<file path="src/rtl/clock_monitor_pkg.sv">
// Shared types for the clock monitor: the measurement FSM state encoding.
package clock_monitor_pkg;

  typedef enum logic [1:0] {
    IDLE,
    WAIT_RISE,
    FIRST,
    MEASURE
  } mon_state_t;

endpackage

</file>
<file path="src/rtl/sync_edge_detect.sv">
// Multi-flop synchronizer for an asynchronous level, followed by a history flop
// that turns the synchronized level into single-cycle rise/fall strobes.
module sync_edge_detect #(
  parameter int SYNC_STAGES = 2
) (
  input  logic clk,
  input  logic rst,
  input  logic d,
  output logic q,
  output logic rise,
  output logic fall
);

  logic [SYNC_STAGES-1:0] r_sync;
  logic                   r_prev;

  always_ff @(posedge clk) begin
    if (rst) begin
      r_sync <= '0;
      r_prev <= 1'b0;
    end else begin
      r_sync <= {r_sync[SYNC_STAGES-2:0], d};
      r_prev <= r_sync[SYNC_STAGES-1];
    end
  end

  assign q    = r_sync[SYNC_STAGES-1];
  assign rise = q & ~r_prev;
  assign fall = ~q & r_prev;

endmodule

</file>
<file path="src/rtl/clock_monitor.sv">
// Measures period and high time of an asynchronous clock-like input in clk
// cycles, and flags lock (stable period) and stuck (no rising edge in time).
module clock_monitor
  import clock_monitor_pkg::*;
#(
  parameter int CNT_WIDTH   = 16,
  parameter int SYNC_STAGES = 2,
  parameter int TIMEOUT     = 1024,
  parameter int TOL         = 0
) (
  input  logic                 clk,
  input  logic                 rst,
  input  logic                 enable,
  input  logic                 sig_in,
  output logic [CNT_WIDTH-1:0] period,
  output logic [CNT_WIDTH-1:0] high_time,
  output logic                 valid,
  output logic                 locked,
  output logic                 stuck
);

  localparam logic [CNT_WIDTH-1:0] CNT_MAX   = '1;
  localparam logic [CNT_WIDTH-1:0] TIMEOUT_C = CNT_WIDTH'(TIMEOUT);
  localparam logic [CNT_WIDTH:0]   TOL_C     = (CNT_WIDTH+1)'(TOL);

  mon_state_t           r_state, w_nextState;
  logic [CNT_WIDTH-1:0] r_cnt, w_cnt, w_cntInc;
  logic [CNT_WIDTH-1:0] r_hiCap, w_hiCap;
  logic                 r_fallSeen, w_fallSeen;
  logic [CNT_WIDTH-1:0] r_prevPeriod, w_prevPeriod;
  logic [CNT_WIDTH-1:0] r_period, w_period;
  logic [CNT_WIDTH-1:0] r_highTime, w_highTime;
  logic                 r_valid, w_valid;
  logic                 r_locked, w_locked;
  logic                 r_stuck, w_stuck;
  logic                 w_rise, w_fall, w_unusedSync;
  logic [CNT_WIDTH:0]   w_diffA, w_diffB, w_absDiff;

  sync_edge_detect #(
    .SYNC_STAGES(SYNC_STAGES)
  ) u_sync (
    .clk (clk),
    .rst (rst),
    .d   (sig_in),
    .q   (w_unusedSync),
    .rise(w_rise),
    .fall(w_fall)
  );

  assign w_cntInc  = (r_cnt == CNT_MAX) ? r_cnt : r_cnt + 1'b1;
  assign w_diffA   = {1'b0, r_cnt};
  assign w_diffB   = {1'b0, r_prevPeriod};
  assign w_absDiff = (w_diffA >= w_diffB) ? (w_diffA - w_diffB) : (w_diffB - w_diffA);

  always_comb begin
    w_nextState  = r_state;
    w_cnt        = r_cnt;
    w_hiCap      = r_hiCap;
    w_fallSeen   = r_fallSeen;
    w_prevPeriod = r_prevPeriod;
    w_period     = r_period;
    w_highTime   = r_highTime;
    w_valid      = 1'b0;
    w_locked     = r_locked;
    w_stuck      = r_stuck;
    if (!enable) begin
      w_nextState = IDLE;
      w_locked    = 1'b0;
      w_cnt       = '0;
    end else begin
      case (r_state)
        IDLE: begin
          w_cnt       = '0;
          w_nextState = WAIT_RISE;
        end
        WAIT_RISE: begin
          if (w_rise) begin
            w_cnt       = CNT_WIDTH'(1);
            w_stuck     = 1'b0;
            w_fallSeen  = 1'b0;
            w_nextState = FIRST;
          end
        end
        FIRST, MEASURE: begin
          // A rise beats a simultaneous timeout so the final period still counts.
          if (w_rise) begin
            w_period     = r_cnt;
            w_highTime   = r_fallSeen ? r_hiCap : r_cnt;
            w_prevPeriod = r_cnt;
            w_valid      = 1'b1;
            w_locked     = (r_state == MEASURE) && (w_absDiff <= TOL_C);
            w_cnt        = CNT_WIDTH'(1);
            w_fallSeen   = 1'b0;
            w_nextState  = MEASURE;
          end else if (r_cnt >= TIMEOUT_C) begin
            w_stuck     = 1'b1;
            w_locked    = 1'b0;
            w_cnt       = '0;
            w_nextState = WAIT_RISE;
          end else begin
            w_cnt = w_cntInc;
            if (w_fall) begin
              w_hiCap    = r_cnt;
              w_fallSeen = 1'b1;
            end
          end
        end
        default: w_nextState = IDLE;
      endcase
    end
  end

  always_ff @(posedge clk) begin
    if (rst) begin
      r_state      <= IDLE;
      r_cnt        <= '0;
      r_hiCap      <= '0;
      r_fallSeen   <= 1'b0;
      r_prevPeriod <= '0;
      r_period     <= '0;
      r_highTime   <= '0;
      r_valid      <= 1'b0;
      r_locked     <= 1'b0;
      r_stuck      <= 1'b0;
    end else begin
      r_state      <= w_nextState;
      r_cnt        <= w_cnt;
      r_hiCap      <= w_hiCap;
      r_fallSeen   <= w_fallSeen;
      r_prevPeriod <= w_prevPeriod;
      r_period     <= w_period;
      r_highTime   <= w_highTime;
      r_valid      <= w_valid;
      r_locked     <= w_locked;
      r_stuck      <= w_stuck;
    end
  end

  assign period    = r_period;
  assign high_time = r_highTime;
  assign valid     = r_valid;
  assign locked    = r_locked;
  assign stuck     = r_stuck;

endmodule
</file>
<file path="config.mk">
export PLATFORM = sky130hd
export DESIGN_NAME = clock_monitor
export DESIGN_NICKNAME = d
export VERILOG_FILES = /design/src/rtl/clock_monitor_pkg.sv /design/src/rtl/sync_edge_detect.sv /design/src/rtl/clock_monitor.sv
export SDC_FILE = /design/constraint.sdc
export NUM_CORES = 1
export LEC_CHECK = 0
export ABC_CLOCK_PERIOD_IN_PS = 7000
export CAP_MARGIN = 20
export CORE_MARGIN = 5
export CORE_UTILIZATION = 40
export CTS_CLUSTER_DIAMETER = 60
export CTS_CLUSTER_SIZE = 28
export DETAILED_ROUTE_END_ITERATION = 7
export PLACE_DENSITY_LB_ADDON = 0.2
export SYNTH_ARGS = -nofsm -noshare
export SYNTH_HDL_FRONTEND = slang
export SYNTH_SLANG_ARGS = --single-unit
export TNS_END_PERCENT = 30
</file>
<file path="constraint.sdc">
create_clock -name clk -period 7 [get_ports clk]
set_input_delay 0.7 -clock clk [delete_from_list [all_inputs] [get_ports clk]]
set_output_delay 0.7 -clock clk [all_outputs]
set_load 0.02 [all_outputs]
</file>
==> reports/results.tsv, run 1 <==
stage	metric	value	unit
synth	mapped cell area	4453	sq um
synth	top cell type's share of synthesized area	32.82	%
setup_path	FF-to-FF End	locked	
setup_path	origin of the worst setup path	period[1]	
global_routing	gr busiest metal	met2	
drt	routed length per instance	16.40	um
cts	htree depth	3	
synth	Yosys top cell by area	dfxtp_1	
floorplan	row count	38	
cts	TritonCTS Buffers	9	
synth	Warnings, synthesis	0	
layout	Antenna Cells	0	
layout	P&R area growth vs syn	15.20	%
global_routing	met2 Usage GRT	31.17	%
global_routing	global route overflow	0	
drt	Residual DRC	0	
sta	Final Hold Viols	0	
synth	Synth top cells by count	77 x nand2_1, 73 x dfxtp_1, 59 x nor2_1, 53 x a21oi_1, 42 x inv_1	
synth	Avg Cell Area, Syn	7.758	sq um
global_routing	met1 usage	24.90	%
placement	DPL Wire Length	9003	um
synth	Post-Synth Adder-Cell Area	9.553	%
flow_run	max-cap violations	0	
setup_path	crit path max fanout	4	
global_routing	vias in the first global route	3844	
placement	Setup WS pre-CTS	3.713	ns
synth	number of synthesized flops with an enable pin	0	
sta	RSZ-0062 raised after global routing	no	
floorplan	total I/O pin count	39	
drt	post-route ant nets	0	
sta	crit path time final	3.426	ns
cts	TritonCTS sink count	73	
global_routing	met3 usage	4.386	%
floorplan	Die Ht	115.5	um
sta	Fmax	0.2919	GHz
cts	Hold Buf Count CTS	0	
sta	final max-slew violation count	0	
placement	Placed Area	4895	sq um
synth	Synth Area in Simple Gates	22.65	%
setup_path	reg-to-reg slack, setup	3.57	ns
setup_path	startpoint types	flop	
sta	fin crit share	48.94	%
sta	PnR worst setup slack	3.574	ns
synth	#FFs+latches synth	73	
placement	Placed Cells	722	
layout	area of the multi-input gates	2710	sq um
hold_path	worst min path class	flop to flop	
setup_path	Worst R2R Start	period[1]	
layout	Nets	632	
floorplan	die area	13340	sq um
floorplan	core area	10890	sq um
sta	worst rel slew slack	35.39	%
synth	mux share of post-synthesis cell area	4.496	%
layout	share of cells above drive strength 1	4.341	%
synth	Gate Count Post-Synth	574	
sta	clock skew	0.01294	ns
synth	post-synthesis xor/xnor area fraction	3.934	%
setup_path	arrival time at the worst endpoint	3.72	ns
sta	actual slew at the worst max-slew pin	0.9679	ns
global_routing	largest net degree at the start of global routing	51	
drt	DR vias	3973	
synth	top post-synthesis cells by area	dfxtp_1 33%, ha_1 9.6%, nand2_1 6.5%, a21oi_1 6.0%, nor2_1 5.0%	
cts	Root Buffer	clkbuf_8	
layout	register area	1461	sq um
setup_path	kind of critical path	flop to flop	
setup_path	Worst Path Required	7.30	ns
cts	CTS max path bufs	2	
outcome	outcome	finished clean	
pwr	power per cell area	159.1	nW/um^2
synth	largest family of logic cells by synthesized area	simple AND/OR/NAND/NOR gates	
global_routing	initial antenna violation count	0	
setup_path	R2R cell count	11	
cts	worst skew pair latency	0.36	ns
pwr	VDD IR max	0.0001139	V
synth	asr flop ratio synth	0	%
drt	TritonRoute pass-1 iters	5	
synth	Synth cell types	52	
drt	WL final	12120	um
setup_path	Worst Setup EP	locked	
global_routing	All-Layer GR Usage	18.95	%
layout	fillcell total	1092	
cts	CTS tree	yes	
layout	fin area	5130	sq um
global_routing	first-pass GRT wire length	20020	um
synth	syn_nets	612	
sta	Sum Neg Setup Slack	0	ns
cts	clock slew seen by the registers of the worst setup and hold paths	0.09	ns
hold_path	critical hold path startpoint	r_hiCap[8]	
synth	Compound-Gate Fraction of Synth Area	20.23	%
floorplan	initial core utilization	40.90	%
pwr	Leakage	0.001843	uW
cts	Post-CTS Setup Inserts	0	
drt	vias per cell	5.376	
drt	Iteration-0 DRC Markers	385	
synth	Seq/Total Area, Yosys	32.82	%
synth	cell with the most instances after synthesis	nand2_1	
setup_path	CP Capture Type	flop	
sta	Final setup violation count	0	
synth	Top FF cell, synth	dfxtp_1	
layout	Finished Layout Cells	739	
placement	GP Congestion	0.8859	
cts	Resized cells post-CTS	0	
floorplan	chip width	115.5	um
placement	Buffers on Ports	38	
==> where the power goes <==
part | switching (uW) | total (uW) | internal (uW) | leakage, uW
Sequential | 1.35 | 417 | 416 | 0.000588
Clock | 171 | 383 | 212 | 0.000113
Combinational | 10.8 | 15.8 | 4.99 | 0.00114
==> placed cells by master, fill, tap and decap left out, drive strengths merged, types with 19 or more instances in the layout <==
cell type / netlist / routed
nor2: 59 / 59
nand2: 77 / 77
mux2i: 20 / 20
o21ai: 21 / 21
a211oi: 19 / 19
dfxtp: 73 / 73
a21oi: 53 / 53
inv: 42 / 43
ha: 34 / 34
clkdlybuf4s50: 0 / 37
==> critical path, cell delays in order, from the launching register on <==
cell and delay (ns):
dfxtp_1 0.40, inv_1 0.06, ha_1 0.34, nor2b_1 0.16
o21ai_0 0.38, nand3_1 0.17, a31oi_1 0.44, nor2_1 0.12
a2111o_1 0.40, a2111oi_0 0.49, and4_1 0.27, o211a_1 0.14
==> kinds of logic after synthesis <==
logic type | Yosys count
adders and majority gates | 34
xor gates and xnor gates | 20
and+or+nand+nor | 216
buffers and inverters | 74
DFF | 73
AOI/OAI and AO/OA | 137
muxes | 20
==> final cells by class <==
class | count | share of cell area (%)
multi-input cells | 427 | 52.83
flip-flops and latches | 73 | 28.49
repair buffers | 41 | 7.756
well taps | 140 | 3.415
inverters | 42 | 3.073
clock buffers | 10 | 2.683
clock inverters | 6 | 1.756
==> flip-flops by register name, indices dropped and copies added, names as in the netlist <==
name / cells
r_cnt: 16
r_fallSeen: 1
period: 16
valid: 1
high_time: 16
u_sync.r_prev: 1
locked: 1
r_hiCap: 16
u_sync.r_sync: 2
stuck: 1
r_state: 2
==> through the flow <==
step	util, %	total power [uW]	hold slack (ns)
after floorplan	-	437.4	0.4138
after global placement	44.96	442.6	0.4204
after detailed placement	44.96	442.8	0.4384
after CTS	47.05	827.6	0.4584
after global routing	47.12	848.9	0.4653
final	47.12	816.2	0.4549
==> worst min path at each step <==
stage	slack (ns)	to	depth (start not counted)
2_1_floorplan	0.41	u_sync.r_sync[1]	1
3_3_place_gp	0.42	u_sync.r_sync[1]	1
3_5_place_dp	0.44	u_sync.r_sync[1]	1
4_1_cts	0.46	r_hiCap[0]	2
5_1_grt	0.47	u_sync.r_sync[1]	1
6_report	0.45	r_hiCap[8]	2
==> routing by layer <==
metal	up-vias	wire (um)
li1	2024	-
met1	1851	5725
met2	82	5737
met3	16	478
met4	0	182
met5	-	0
(Power assumes the default switching activity.)
==> run 2, diff against run 1 <==
- ABC_CLOCK_PERIOD_IN_PS: 7000 -> 2800
- clock period: 7 -> 2.8 ns (I/O delays scaled with it)
==> run 2 against run 1 <==
  * Global-route usage increased by 1.1 points
  * First-iteration DRC count is 29% lower
  * Design area up 13%
  * The run now ends with setup timing left
  * Utilization increased by 6.3 points
  * Power is 140% higher
  * Fmax increased by 22%
  * Critical endpoint unchanged
==> reports/results.tsv, run 2 (synthesis results as in run 1) <==
stage	metric	value	unit	change
floorplan	row count	38		unchanged
sta	RSZ-0062 raised after global routing	yes		
layout	Nets	706		+12%
drt	Iteration-0 DRC Markers	275		-29%
cts	CTS max path bufs	2		unchanged
placement	Placed Cells	797		+10%
layout	Antenna Cells	0		unchanged
placement	DPL Wire Length	9998	um	+11%
global_routing	initial antenna violation count	0		unchanged
layout	most frequent cells in the layout	77 x nand2_1, 74 x buf_4, 67 x dfxtp_1		
sta	Final setup violation count	1		+1
drt	WL final	12920	um	+6.6%
sta	crit path time final	2.802	ns	-0.6239 ns
sta	PnR worst setup slack	-0.001894	ns	-3.576 ns
sta	actual slew at the worst max-slew pin	0.9812	ns	+0.01337 ns
floorplan	chip width	115.5	um	unchanged
cts	Post-CTS Setup Inserts	0		unchanged
global_routing	first-pass GRT wire length	21210	um	+6.0%
layout	share of cells above drive strength 1	17.38	%	+13 points
placement	Buffers on Ports	38		unchanged
layout	P&R area growth vs syn	30.57	%	
sta	fin crit share	100.1	%	+51 points
setup_path	crit path max fanout	4		unchanged
drt	DR vias	4303		+8.3%
cts	clock slew seen by the registers of the worst setup and hold paths	0.08	ns	about the same
sta	Final Hold Viols	0		unchanged
placement	Setup WS pre-CTS	-0.07456	ns	-3.787 ns
layout	register area	1474	sq um	+0.86%
drt	TritonRoute pass-1 iters	4		-1
cts	TritonCTS sink count	73		unchanged
global_routing	largest net degree at the start of global routing	50		-2.0%
floorplan	die area	13340	sq um	unchanged
outcome	outcome	finished, violations left		
layout	area of the multi-input gates	2810	sq um	+3.7%
sta	final max-slew violation count	0		unchanged
cts	TritonCTS Buffers	9		unchanged
setup_path	Worst Path Required	3.09	ns	-4.21 ns
global_routing	All-Layer GR Usage	20.04	%	+1.1 points
setup_path	kind of critical path	flop to flop		
floorplan	Die Ht	115.5	um	unchanged
setup_path	CP Capture Type	flop		
global_routing	vias in the first global route	4300		+12%
outcome	violated checks	setup timing		
placement	GP Congestion	0.9185		+3.7%
setup_path	slowest CP cell	or4_4		
sta	Fmax	0.3569	GHz	+22%
cts	worst skew pair latency	0.35	ns	about the same
flow_run	max-cap violations	0		unchanged
floorplan	core area	10890	sq um	unchanged
sta	clock skew	0.01132	ns	-0.001621 ns
drt	post-route ant nets	0		unchanged
layout	most common cell after layout, fill and taps aside	nand2_1		
cts	Root Buffer	clkbuf_8		
setup_path	startpoint types	flop		
layout	fillcell total	1022		-6.4%
pwr	VDD IR max	0.0003566	V	+210%
floorplan	total I/O pin count	39		unchanged
pwr	Leakage	0.002220	uW	+20%
cts	htree depth	3		unchanged
setup_path	worst path bufs/invs	1		unchanged
cts	CTS tree	yes		
pwr	power per cell area	339.8	nW/um^2	+110%
setup_path	CP delay by family, top	compound AO/OA/AOI/OAI gates		
layout	Layout Utilization	53.40	%	+6.3 points
setup_path	Max stage delay on crit path	0.54	ns	+0.05 ns
hold_path	worst min path class	primary input to flop		
global_routing	global route overflow	0		unchanged
floorplan	initial core utilization	40.90	%	unchanged
setup_path	CP Cell Sequence	inv_2, ha_4, nor2b_4, o31a_1, o41a_4, a31o_4, a31oi_4, xnor2_1, or4_4, o31ai_4, o211a_1		
sta	worst rel slew slack	34.49	%	-0.89 points
cts	Hold Buf Count CTS	0		unchanged
setup_path	arrival time at the worst endpoint	3.09	ns	-0.63 ns
layout	Finished Layout Cells	813		+10%
drt	Residual DRC	0		unchanged
drt	vias per cell	5.293		-1.6%
drt	routed length per instance	15.89	um	-3.1%
[run 2: per-layer routing]
metal | GRT usage [%] | up-vias | part of all wire [%]
met2 | 32.79 | 84 | 47
met4 | 6.886 | 0 | 1.9
met5 | 0 | - | 0
met3 | 3.081 | 20 | 4.0
li1 | - | 2177 | -
met1 | 26.97 | 2022 | 47
[run 2: cell type report]
type | count | area share, %
Clock inverter | 3 | 0.7962
Inverter | 42 | 2.711
Multi-Input combinational cell | 427 | 48.33
Clock buffer | 13 | 2.905
Tap cell | 140 | 3.013
Timing Repair Buffer | 115 | 16.89
Sequential cell | 73 | 25.35
[run 2: final timing paths]
kind                            slack (ns)         end        from  depth (start not counted)
worst max-delay path                -0.002      locked   period[1]                         11
worst min-delay path                  0.28      locked         rst                          3
worst max register to register      -0.002      locked   period[1]                         11
worst min register to register        0.46  r_hiCap[5]  r_hiCap[5]                          2
[run 2: per-stage QoR]
step	hold slack (ns)	power, uW	setup TNS [ns]	cell area [sq um]
after floorplan	0.4082	1092	-0.02405	4493
after global placement	0.4412	1110	-0.05878	5513
after detailed placement	0.4470	1110	-0.07456	5513
after CTS	0.2643	1994	-0.001609	5773
after global routing	0.2829	2057	-0.08753	5814
final	0.2849	1976	-0.001894	5814
[run 2: what timing repair did]
item                                    4_1_cts  5_1_grt
hold endpoints to repair                      0        0
gates resized for setup                       8       10
pin swaps                                     0        3
endpoints found under the setup margin        1        1
[run 2: tightest hold or removal path, cell delays in order]
cell and delay (ns):
buf_2 0.09, nor2b_1 0.09, o211a_1 0.12
[run 2: where the power goes]
part           switching (uW)  internal, uW
sequential               3.04          1040
clock                     400           489
combinational            29.4          16.4
total                     433          1540
